## config.mk

```make
export PLATFORM = sky130hd
export DESIGN_NAME = burst_traffic_generator
export DESIGN_NICKNAME = d
export VERILOG_FILES = /design/src/rtl/burst_traffic_generator.sv
export SDC_FILE = /design/constraint.sdc
export NUM_CORES = 1
export LEC_CHECK = 0
export BUFFER_PORTS_ARGS = -buffer_cell sky130_fd_sc_hd__buf_2
export CAP_MARGIN = 20
export CORE_AREA = 8 8 210 212
export DETAILED_ROUTE_END_ITERATION = 8
export DIE_AREA = 0 0 218 220
export HOLD_SLACK_MARGIN = 0.1
export PLACE_DENSITY = 0.57
export SLEW_MARGIN = 20
export SYNTH_ARGS = -nofsm -noshare
export SYNTH_HDL_FRONTEND = slang
export SYNTH_SLANG_ARGS = --single-unit
```

## constraint.sdc

```tcl
create_clock -name clk -period 5.04 [get_ports clk]
set_input_delay 0.252 -clock clk [delete_from_list [all_inputs] [get_ports clk]]
set_output_delay 0.252 -clock clk [all_outputs]
set_load 0.05 [all_outputs]
```

## src/rtl/burst_traffic_generator.sv

```systemverilog
// burst_traffic_generator
// Shares one memory-controller command port between an incoming write
// stream and an outgoing read stream. Frames are written into a small
// ring of frame buffers. Reads always replay the most recently completed
// frame. Each side may issue at most BURST_LEN commands before it yields.
// A tracker FIFO records every issued command so that completions can be
// steered to the read stream and marked with tlast.
//
// Ports:
//   clk, rst                 clock, asynchronous active-high reset
//   memrequest_*             command interface to the memory controller
//   write_axis_*             incoming frame stream (valid/ready, tlast ends a frame)
//   read_axis_*              outgoing frame stream; af throttles read issue
//   cmd_error                sticky: a completion arrived with nothing outstanding
//
// state | meaning
// IDLE  | first cycle after reset release, no commands issued
// RD    | issuing reads of the latched read frame
// WR    | issuing writes from the incoming stream
module burst_traffic_generator #(
  parameter int ADDR_WIDTH  = 24,
  parameter int DATA_WIDTH  = 128,
  parameter int FRAME_WORDS = 115200,
  parameter int NUM_FRAMES  = 2,
  parameter int BURST_LEN   = 8,
  parameter int CF_DEPTH    = 64
) (
  input  logic                  clk,
  input  logic                  rst,
  output logic [ADDR_WIDTH-1:0] memrequest_addr,
  output logic                  memrequest_en,
  output logic                  memrequest_write_enable,
  output logic [DATA_WIDTH-1:0] memrequest_write_data,
  input  logic [DATA_WIDTH-1:0] memrequest_resp_data,
  input  logic                  memrequest_complete,
  input  logic                  memrequest_busy,
  input  logic [DATA_WIDTH-1:0] write_axis_data,
  input  logic                  write_axis_tlast,
  input  logic                  write_axis_valid,
  output logic                  write_axis_ready,
  output logic [DATA_WIDTH-1:0] read_axis_data,
  output logic                  read_axis_tlast,
  output logic                  read_axis_valid,
  input  logic                  read_axis_af,
  input  logic                  read_axis_ready,
  output logic                  cmd_error
);
  localparam int OFF_W = (FRAME_WORDS > 1) ? $clog2(FRAME_WORDS) : 1;
  localparam int FR_W  = (NUM_FRAMES > 1) ? $clog2(NUM_FRAMES) : 1;
  localparam int BC_W  = $clog2(BURST_LEN + 1);
  localparam int PTR_W = (CF_DEPTH > 1) ? $clog2(CF_DEPTH) : 1;
  localparam int CNT_W = PTR_W + 1;
  localparam logic [OFF_W-1:0] OFF_LAST = OFF_W'(FRAME_WORDS - 1);
  localparam logic [FR_W-1:0]  FR_LAST  = FR_W'(NUM_FRAMES - 1);
  localparam logic [BC_W-1:0]  BC_LAST  = BC_W'(BURST_LEN - 1);
  localparam logic [PTR_W-1:0] PTR_LAST = PTR_W'(CF_DEPTH - 1);
  localparam logic [CNT_W-1:0] CNT_FULL = CNT_W'(CF_DEPTH);

  typedef enum logic [1:0] {IDLE, RD, WR} state_t;

  state_t            state;
  logic [BC_W-1:0]   burst_cnt;
  logic [OFF_W-1:0]  wr_off, rd_off;
  logic [FR_W-1:0]   wr_frame, rd_frame, last_done, rd_frame_sel;
  logic              last_valid;
  logic [CF_DEPTH-1:0] trk_we, trk_last;
  logic [PTR_W-1:0]  trk_wr_ptr, trk_rd_ptr;
  logic [CNT_W-1:0]  trk_cnt;
  logic              tracker_full, tracker_empty;
  logic              issue_ok, wh, rh, push, pop, leave;
  logic              unused_ok;

  // read_axis_ready is not needed: af already guarantees downstream space
  assign unused_ok = &{1'b0, read_axis_ready};

  assign tracker_full  = (trk_cnt == CNT_FULL);
  assign tracker_empty = (trk_cnt == '0);
  assign issue_ok      = !memrequest_busy && !tracker_full;
  assign wh            = (state == WR) && issue_ok && write_axis_valid;
  assign rh            = (state == RD) && issue_ok && !read_axis_af;
  assign push          = wh || rh;
  assign pop           = memrequest_complete && !tracker_empty;

  assign write_axis_ready        = (state == WR) && issue_ok;
  assign memrequest_en           = push;
  assign memrequest_write_enable = wh;
  assign memrequest_write_data   = wh ? write_axis_data : '0;

  // The first read of a frame must already use the newly latched frame.
  assign rd_frame_sel = (rd_off != '0) ? rd_frame : (last_valid ? last_done : '0);

  always_comb begin
    memrequest_addr = '0;
    case (state)
      WR: memrequest_addr = ADDR_WIDTH'(wr_frame) * ADDR_WIDTH'(FRAME_WORDS) + ADDR_WIDTH'(wr_off);
      RD: memrequest_addr = ADDR_WIDTH'(rd_frame_sel) * ADDR_WIDTH'(FRAME_WORDS) + ADDR_WIDTH'(rd_off);
      default: memrequest_addr = '0;
    endcase
  end

  // Yield on a full burst, or when idle here while the other side has work.
  always_comb begin
    leave = 1'b0;
    case (state)
      WR: leave = (wh && burst_cnt == BC_LAST) || (!write_axis_valid && !read_axis_af);
      RD: leave = (rh && burst_cnt == BC_LAST) || (read_axis_af && write_axis_valid);
      default: leave = 1'b0;
    endcase
  end

  always_ff @(posedge clk or posedge rst) begin
    if (rst) begin
      state     <= IDLE;
      burst_cnt <= '0;
    end else begin
      case (state)
        IDLE: begin
          state     <= RD;
          burst_cnt <= '0;
        end
        default: begin
          if (leave) begin
            state     <= (state == RD) ? WR : RD;
            burst_cnt <= '0;
          end else if (push) begin
            burst_cnt <= burst_cnt + 1'b1;
          end
        end
      endcase
    end
  end

  always_ff @(posedge clk or posedge rst) begin
    if (rst) begin
      wr_off     <= '0;
      wr_frame   <= '0;
      rd_off     <= '0;
      rd_frame   <= '0;
      last_done  <= '0;
      last_valid <= 1'b0;
    end else begin
      if (wh) begin
        if (write_axis_tlast) begin
          wr_off     <= '0;
          wr_frame   <= (wr_frame == FR_LAST) ? '0 : wr_frame + 1'b1;
          last_done  <= wr_frame;
          last_valid <= 1'b1;
        end else begin
          wr_off <= (wr_off == OFF_LAST) ? '0 : wr_off + 1'b1;
        end
      end
      if (rh) begin
        rd_frame <= rd_frame_sel;
        rd_off   <= (rd_off == OFF_LAST) ? '0 : rd_off + 1'b1;
      end
    end
  end

  always_ff @(posedge clk or posedge rst) begin
    if (rst) begin
      trk_we     <= '0;
      trk_last   <= '0;
      trk_wr_ptr <= '0;
      trk_rd_ptr <= '0;
      trk_cnt    <= '0;
      cmd_error  <= 1'b0;
    end else begin
      if (push) begin
        trk_we[trk_wr_ptr]   <= wh;
        trk_last[trk_wr_ptr] <= rh && (rd_off == OFF_LAST);
        trk_wr_ptr           <= (trk_wr_ptr == PTR_LAST) ? '0 : trk_wr_ptr + 1'b1;
      end
      if (pop) begin
        trk_rd_ptr <= (trk_rd_ptr == PTR_LAST) ? '0 : trk_rd_ptr + 1'b1;
      end
      case ({push, pop})
        2'b10:   trk_cnt <= trk_cnt + 1'b1;
        2'b01:   trk_cnt <= trk_cnt - 1'b1;
        default: trk_cnt <= trk_cnt;
      endcase
      if (memrequest_complete && tracker_empty) begin
        cmd_error <= 1'b1;
      end
    end
  end

  assign read_axis_valid = pop && !trk_we[trk_rd_ptr];
  assign read_axis_data  = memrequest_resp_data;
  assign read_axis_tlast = read_axis_valid && trk_last[trk_rd_ptr];

endmodule

```

==> impl_metrics.py, run 1 <==
metrics = {
    "logic_synthesis": {
        "synth_top_cell_area_share": 0.3889,
        "ys_types": 68,
        "synth_commonest_cells": "dfrtp_1, buf_4, and2_1",
        "synth_most_common_cell": "dfrtp_1",
        "synth_edf_count": 0,
        "async_flop_share": 1.000,
        "postSynthCellCount": 1237,
        "ys_ff_latch": 192,
        "yosysWarnings": 0,
        "synth_area_um2": 12350,
        "synth_top_area_cell": "dfrtp_1",
        "synth_area_per_cell_um2": 9.987,
        "synth_area_leaders": "dfrtp_1, mux2_2, buf_4, and2_1, mux2i_1",
        "synth_ff_type": "dfrtp_1",
        "yosysSeqAreaShare": 0.3889,
    },
    "placed_design": {
        "io_buffers": 286,
        "placed_area_um2": 13230,
        "dpl.hpwl_um": 34800,
        "gp_congestion": 0.9271,
    },
    "cts": {
        "cts_tree": "done",
        "hold_buffers": 2,
        "h-tree-depth": 4,
        "clk_latency_ns": 0.44,
        "cts_resized": 0,
        "cts.sinks": 192,
        "clk_pin_slew_ns": 0.07,
        "cts_post_setup_buffers_inserted": 0,
        "clk_path_buf_depth": 2,
        "cts-root-buf": "clkbuf_16",
        "numCtsBuffers": 17,
    },
    "grt": {
        "gr-total-overflow": 0,
        "grt_pass1_wl_um": 65880,
        "grt_max_degree": 94,
        "grt_pass1_vias": 10080,
        "grt_use_total": 0.1817,
        "antenna_found_initial": 18,
    },
    "critical_path": {
        "path_delay_family": "compound AO/OA/AOI/OAI gates",
        "path_class": "reg2out",
        "crit_arrival_ns": 3.71,
        "cp_slowest_stage_delay_ns": 0.61,
        "crit_buf_inv": 1,
        "cp-startpoint": "rd_off[2]",
        "reg2reg_to": "trk_cnt[6]",
        "critPathLaunchType": "flip-flop",
        "crit_chain": "nor4_1 -> nand4_1 -> o31ai_1 -> ha_1 -> ha_1 -> and3_1 -> a31oi_1 -> nor2b_1 -> o21a_1 -> o21ai_0 -> a21boi_0 -> buf_2",
        "cp.required_ns": 4.79,
        "path_common_cell": "ha_1",
        "worstPathMaxFanout": 6,
        "r2r_setup_slack_ns": 1.16,
        "cp-end-kind": "output pin",
        "r2r-start": "state[1]",
        "r2r_cells": 14,
        "slowest_stage": "o31ai_1",
    },
    "power_and_ir_drop": {
        "ir_worst_vdd_mv": 0.2120,
        "p_sw_mw": 2.150,
        "p_int_mw": 3.186,
        "pwr-share-comb": 0.348,
        "seqPwrFrac": 0.381,
        "p_leak_nw": 6.816,
        "p_per_area_nw_per_um2": 384.1,
        "clkPwrFrac": 0.270,
        "swShare": 0.4029,
    },
    "finish": {
        "postLayoutCellArea_um2": 13890,
        "final_nets": 1636,
        "drive_gt1_frac": 0.3576,
        "area_delta_synth_final_pct": 12.43,
    },
    "sta": {
        "setup_viol": 0,
        "maxSlewViolCount": 0,
        "fmax_mhz": 252.1,
        "rsz0062_at_grt": "false",
        "fin_setup_tns_ns": 0,
        "skew_ns": 0.01859,
        "fin_crit_sh": 0.7869,
        "min_period_ns": 3.966,
        "hold_violations": 0,
        "slew_headroom": 0.2980,
        "tightest_slew_ns": 1.053,
    },
    "floorplanning": {
        "pin_count": 550,
        "die_area_um2": 47960,
        "initial_core_util": 0.3046,
        "rows": 74,
        "die_h_um": 220,
        "core_um2": 40550,
        "die_width_um": 218,
    },
    "worst_hold_path": {
        "worstHoldPathType": "in2reg",
        "min_path_cells": 4,
        "hp-start": "memrequest_busy",
        "holdPathEnd": "rd_frame",
    },
    "route": {
        "drtAntennaViolNets": 0,
        "vias_per_cell": 5.051,
        "num_vias": 9596,
        "firstDrtPassIters": 5,
        "drt_iter0_markers": 613,
        "wire_per_inst_um": 23.28,
        "drcViolationCount": 0,
        "wl_um": 44240,
    },
    "status": {
        "status": "finished clean",
    },
    "run": {
        "timing.max_cap.violations": 0,
    },
}
## cells by family (layout without fill, tap and decap cells)
kind of cell	count (synthesis)	count (layout)	synth area share
and+or+nand+nor	421	421	0.1851
buffers and inverters	227	347	0.1135
DFF	192	192	0.3889
muxes	178	178	0.1759
AOI/OAI and AO/OA	143	143	0.07606
xor gates and xnor gates	52	52	0.03686
adders and majority gates	23	23	0.02329
other	1	12	0.0003035
## metrics by stage
step / std cells / util / worst slack, ns / power [mW] / hold WS (ns)
2_1_floorplan: 1242 / - / 1.318 / 3.699 / 0.4052
5_1_grt: 1898 / 0.3424 / 0.7771 / 5.636 / 0.1851
3_5_place_dp: 1860 / 0.3261 / 1.241 / 3.922 / 0.2251
4_1_cts: 1894 / 0.3421 / 1.094 / 5.383 / 0.1576
6_report: 1900 / 0.3425 / 1.074 / 5.336 / 0.1713
3_3_place_gp: 1860 / 0.3261 / 1.303 / 3.895 / 0.2269
## flip-flops by register name, summed over array words and instances, names as in the netlist
name        cells
trk_we         64
rd_off         17
trk_wr_ptr      6
state           2
last_done       1
last_valid      1
rd_frame        1
trk_last       64
wr_frame        1
cmd_error       1
trk_cnt         7
wr_off         17
trk_rd_ptr      6
burst_cnt       4
## worst register-to-register path: cells and delay by family, from the launching register on
family,cells,cell delay [ns]
compound gates,4,0.81
xor+xnor,2,0.37
fa+ha+maj,3,1.38
buf+inv,1,0.11
flops,1,0.40
simple gates,4,0.74
## worst max path at each step
stage	cells past startpoint	to
3_3_place_gp	14	trk_cnt[6]
6_report	12	memrequest_addr[17]
3_5_place_dp	14	trk_cnt[6]
4_1_cts	12	memrequest_addr[17]
5_1_grt	14	trk_cnt[6]
2_1_floorplan	12	memrequest_addr[17]
## layout make-up
| class | instances | area [um^2] |
|---|---|---|
| diodes | 6 | 15.01 |
| clock buffers | 20 | 456.7 |
| clock inverters | 12 | 171.4 |
| fillers | 4199 | 26660 |
| inverters | 16 | 68.82 |
| multi-input cells | 823 | 6172 |
| flip-flops and latches | 192 | 4806 |
| well taps | 532 | 665.6 |
| repair buffers | 299 | 1534 |
## power by group through the flow
stage | Clock [mW] | Combinational (mW) | Sequential [mW]
finish | 1.44 | 1.86 | 2.04
global route | 1.54 | 2.02 | 2.07
CTS | 1.48 | 1.87 | 2.03
detailed placement | 0 | 1.86 | 2.06
global placement | 0 | 1.84 | 2.05
floorplan | 0 | 1.88 | 1.82
## per-layer routing
| layer | track usage | wire length (um) | vias up |
|---|---|---|---|
| met1 | 0.2027 | 17150 | 4732 |
| met4 | 0.08128 | 2121 | 0 |
| met2 | 0.3134 | 21610 | 424 |
| li1 | - | - | 4350 |
| met3 | 0.05937 | 3355 | 90 |
| met5 | 0 | 0 | - |
## placed cells by master (no fill, tap or decap), drive strengths merged, types with 25 or more instances in the layout
cell type,n
a22oi,29
and2,132
buf,297
dfrtp,192
mux2,121
mux2i,42
nand2,70
nor2,90
nor2b,25
o21ai,55
xnor2,30
Note: power is estimated with default switching activity, not from simulation.
==> run 2, diff against run 1 <==
Settings changed: CORE_AREA 8 8 210 212 to 8 8 207 209, DIE_AREA 0 0 218 220 to 0 0 215 217, PLACE_DENSITY 0.57 to 0.56.
Clock period 5.04 ns to 3.7 ns, I/O delays scaled along.
==> run 2 against run 1 <==
Sequential share of layout area fell by 0.76 points. Worst hold slack worse by 0.038 ns. Sequential cell count is the same. Clock power rose by 29%. Core utilization is 1.7 points higher. Final cell count decreased by 0.16%. Power up 36%. Die area decreased by 2.7%. Register-to-register slack got worse by 0.58 ns. Setup slack worse by 0.86 ns. Non-clock buffer count is 5 higher. Final area is 2.3% higher. Largest cell class unchanged.
==> impl_metrics.py, run 2 (synthesized netlist as in run 1, its figures left out) <==
metrics = {
    "status": {
        "status": "finished clean",
    },
    "finish": {
        "multi_input_area_um2": 6190,
        "final_nets": 1641,
        "layout_common_cells": "buf_2, dfrtp_1, and2_1",
        "final_common_cell": "buf_2",
        "area_delta_synth_final_pct": 14.97,
        "final_core_utilization": 0.3600,
        "regArea_um2": 4806,
        "reg.largest.list": "trk_last (64), trk_we (64)",
        "fillerInstances": 4056,
        "drive_gt1_frac": 0.3616,
    },
    "sta": {
        "fmax_mhz": 287.0,
        "fin_crit_sh": 0.9418,
        "setup_viol": 0,
        "fin_setup_tns_ns": 0,
        "skew_ns": 0.01244,
        "slew_headroom": 0.3748,
        "min_period_ns": 3.485,
        "maxSlewViolCount": 0,
        "tightest_slew_ns": 0.9293,
        "hold_violations": 0,
        "rsz0062_at_grt": "false",
    },
    "grt": {
        "antenna_found_initial": 12,
        "grt_pass1_wl_um": 66020,
        "grt_max_degree": 129,
        "grt_use_total": 0.1850,
        "grt_pass1_vias": 9998,
        "gr-total-overflow": 0,
    },
    "floorplanning": {
        "core_um2": 39460,
        "die_area_um2": 46660,
        "die_width_um": 215,
        "initial_core_util": 0.3131,
        "rows": 73,
        "die_h_um": 217,
        "pin_count": 550,
    },
    "critical_path": {
        "critPathLaunchType": "flip-flop",
        "worstPathMaxFanout": 6,
        "path_class": "reg2out",
        "reg2reg_to": "trk_cnt[6]",
        "cp-end-kind": "output pin",
        "r2r_setup_slack_ns": 0.58,
        "r2r_cells": 12,
        "r2r-start": "trk_cnt[2]",
        "cp-startpoint": "rd_off[3]",
        "crit_arrival_ns": 3.30,
        "cp.required_ns": 3.51,
        "endpoint": "memrequest_addr[17]",
    },
    "cts": {
        "numCtsBuffers": 17,
        "cts_tree": "done",
        "clk_pin_slew_ns": 0.08,
        "cts_post_setup_buffers_inserted": 0,
        "h-tree-depth": 4,
        "cts.sinks": 192,
        "clk_latency_ns": 0.44,
        "cts-root-buf": "clkbuf_16",
        "clk_path_buf_depth": 2,
    },
    "power_and_ir_drop": {
        "ir_worst_vdd_mv": 0.3075,
        "p_per_area_nw_per_um2": 511.6,
        "p_leak_nw": 6.876,
        "finalPower_mw": 7.267,
    },
    "route": {
        "num_vias": 9622,
        "firstDrtPassIters": 6,
        "drtAntennaViolNets": 0,
        "wire_per_inst_um": 23.32,
        "wl_um": 44240,
        "vias_per_cell": 5.072,
        "drcViolationCount": 0,
        "drt_iter0_markers": 778,
    },
    "placed_design": {
        "gp_congestion": 0.9080,
        "io_buffers": 286,
        "dpl.hpwl_um": 34500,
    },
    "worst_hold_path": {
        "min_path_cells": 4,
        "worstHoldPathType": "in2reg",
    },
    "run": {
        "timing.max_cap.violations": 0,
    },
}
## run 2: changes by cell type in the layout (fill, tap and decap cells not counted), sizes merged
cell / change
inv: -2
clkinvlp: +1
buf: +4
clkbuf: +3
bufinv: -2
## run 2: metal layers
metal / vias up / wire (um) / track usage
met1: 4760 / 18020 / 0.2205
met4: 0 / 989 / 0.05243
met5: - / 0 / 0
met2: 432 / 22040 / 0.3217
li1: 4355 / - / -
met3: 75 / 3186 / 0.05423
## run 2: how the worst min path moves through the flow
stage,start,end,slack (ns)
after floorplan,memrequest_busy,rd_frame,0.34
after CTS,memrequest_busy,rd_frame,0.12
after global placement,memrequest_resp_data[100],read_axis_data[100],0.37
final,memrequest_busy,rd_frame,0.13
after global routing,memrequest_busy,rd_frame,0.13
after detailed placement,memrequest_resp_data[100],read_axis_data[100],0.37
## run 2: per-stage QoR
step | cell area (um^2) | worst slack, ns | instances | hold WS, ns
2_1_floorplan | 12380 | 0.04524 | 1242 | 0.3382
3_3_place_gp | 13570 | 0.5859 | 1858 | 0.3703
3_5_place_dp | 13570 | 0.5677 | 1858 | 0.3703
4_1_cts | 14170 | 0.1001 | 1891 | 0.1175
5_1_grt | 14190 | 0.02464 | 1892 | 0.1328
6_report | 14200 | 0.2152 | 1897 | 0.1330
## run 2: what timing repair did
| action | in CTS | in global routing |
|---|---|---|
| endpoints found under the setup margin | 0 | 1 |
| hold buffers | 2 | 0 |
| endpoints found under the hold margin | 162 | 0 |
| gates resized for setup | 0 | 6 |
## run 2: area by class of cell
type,instances,share of cell area
timing repair buffer,304,0.1327
clock inverter,9,0.006959
multi-input combinational,823,0.4358
inverter,16,0.004845
tap,525,0.04625
antenna,6,0.001057
clock buffer,22,0.03409
sequential,192,0.3384
## run 2: report_power, final
group | switching (mW) | total [mW] | leakage (nW) | internal, mW
Sequential | 0.405 | 2.69 | 2.62 | 2.28
Clock | 0.852 | 1.86 | 0.277 | 1.01
Combinational | 1.71 | 2.72 | 3.98 | 1.01
Total | 2.97 | 7.27 | 6.88 | 4.30
## run 2: worst max-delay path: stages (launching register included)
cell,delay [ns]
dfrtp_1,0.45
nor4_2,0.31
nand4_1,0.18
o21ai_1,0.18
o31ai_2,0.10
ha_1,0.24
ha_1,0.21
and3_1,0.21
a31oi_2,0.23
nor2b_1,0.07
o21a_1,0.17
o21ai_1,0.16
a21boi_0,0.12
clkbuf_4,0.23
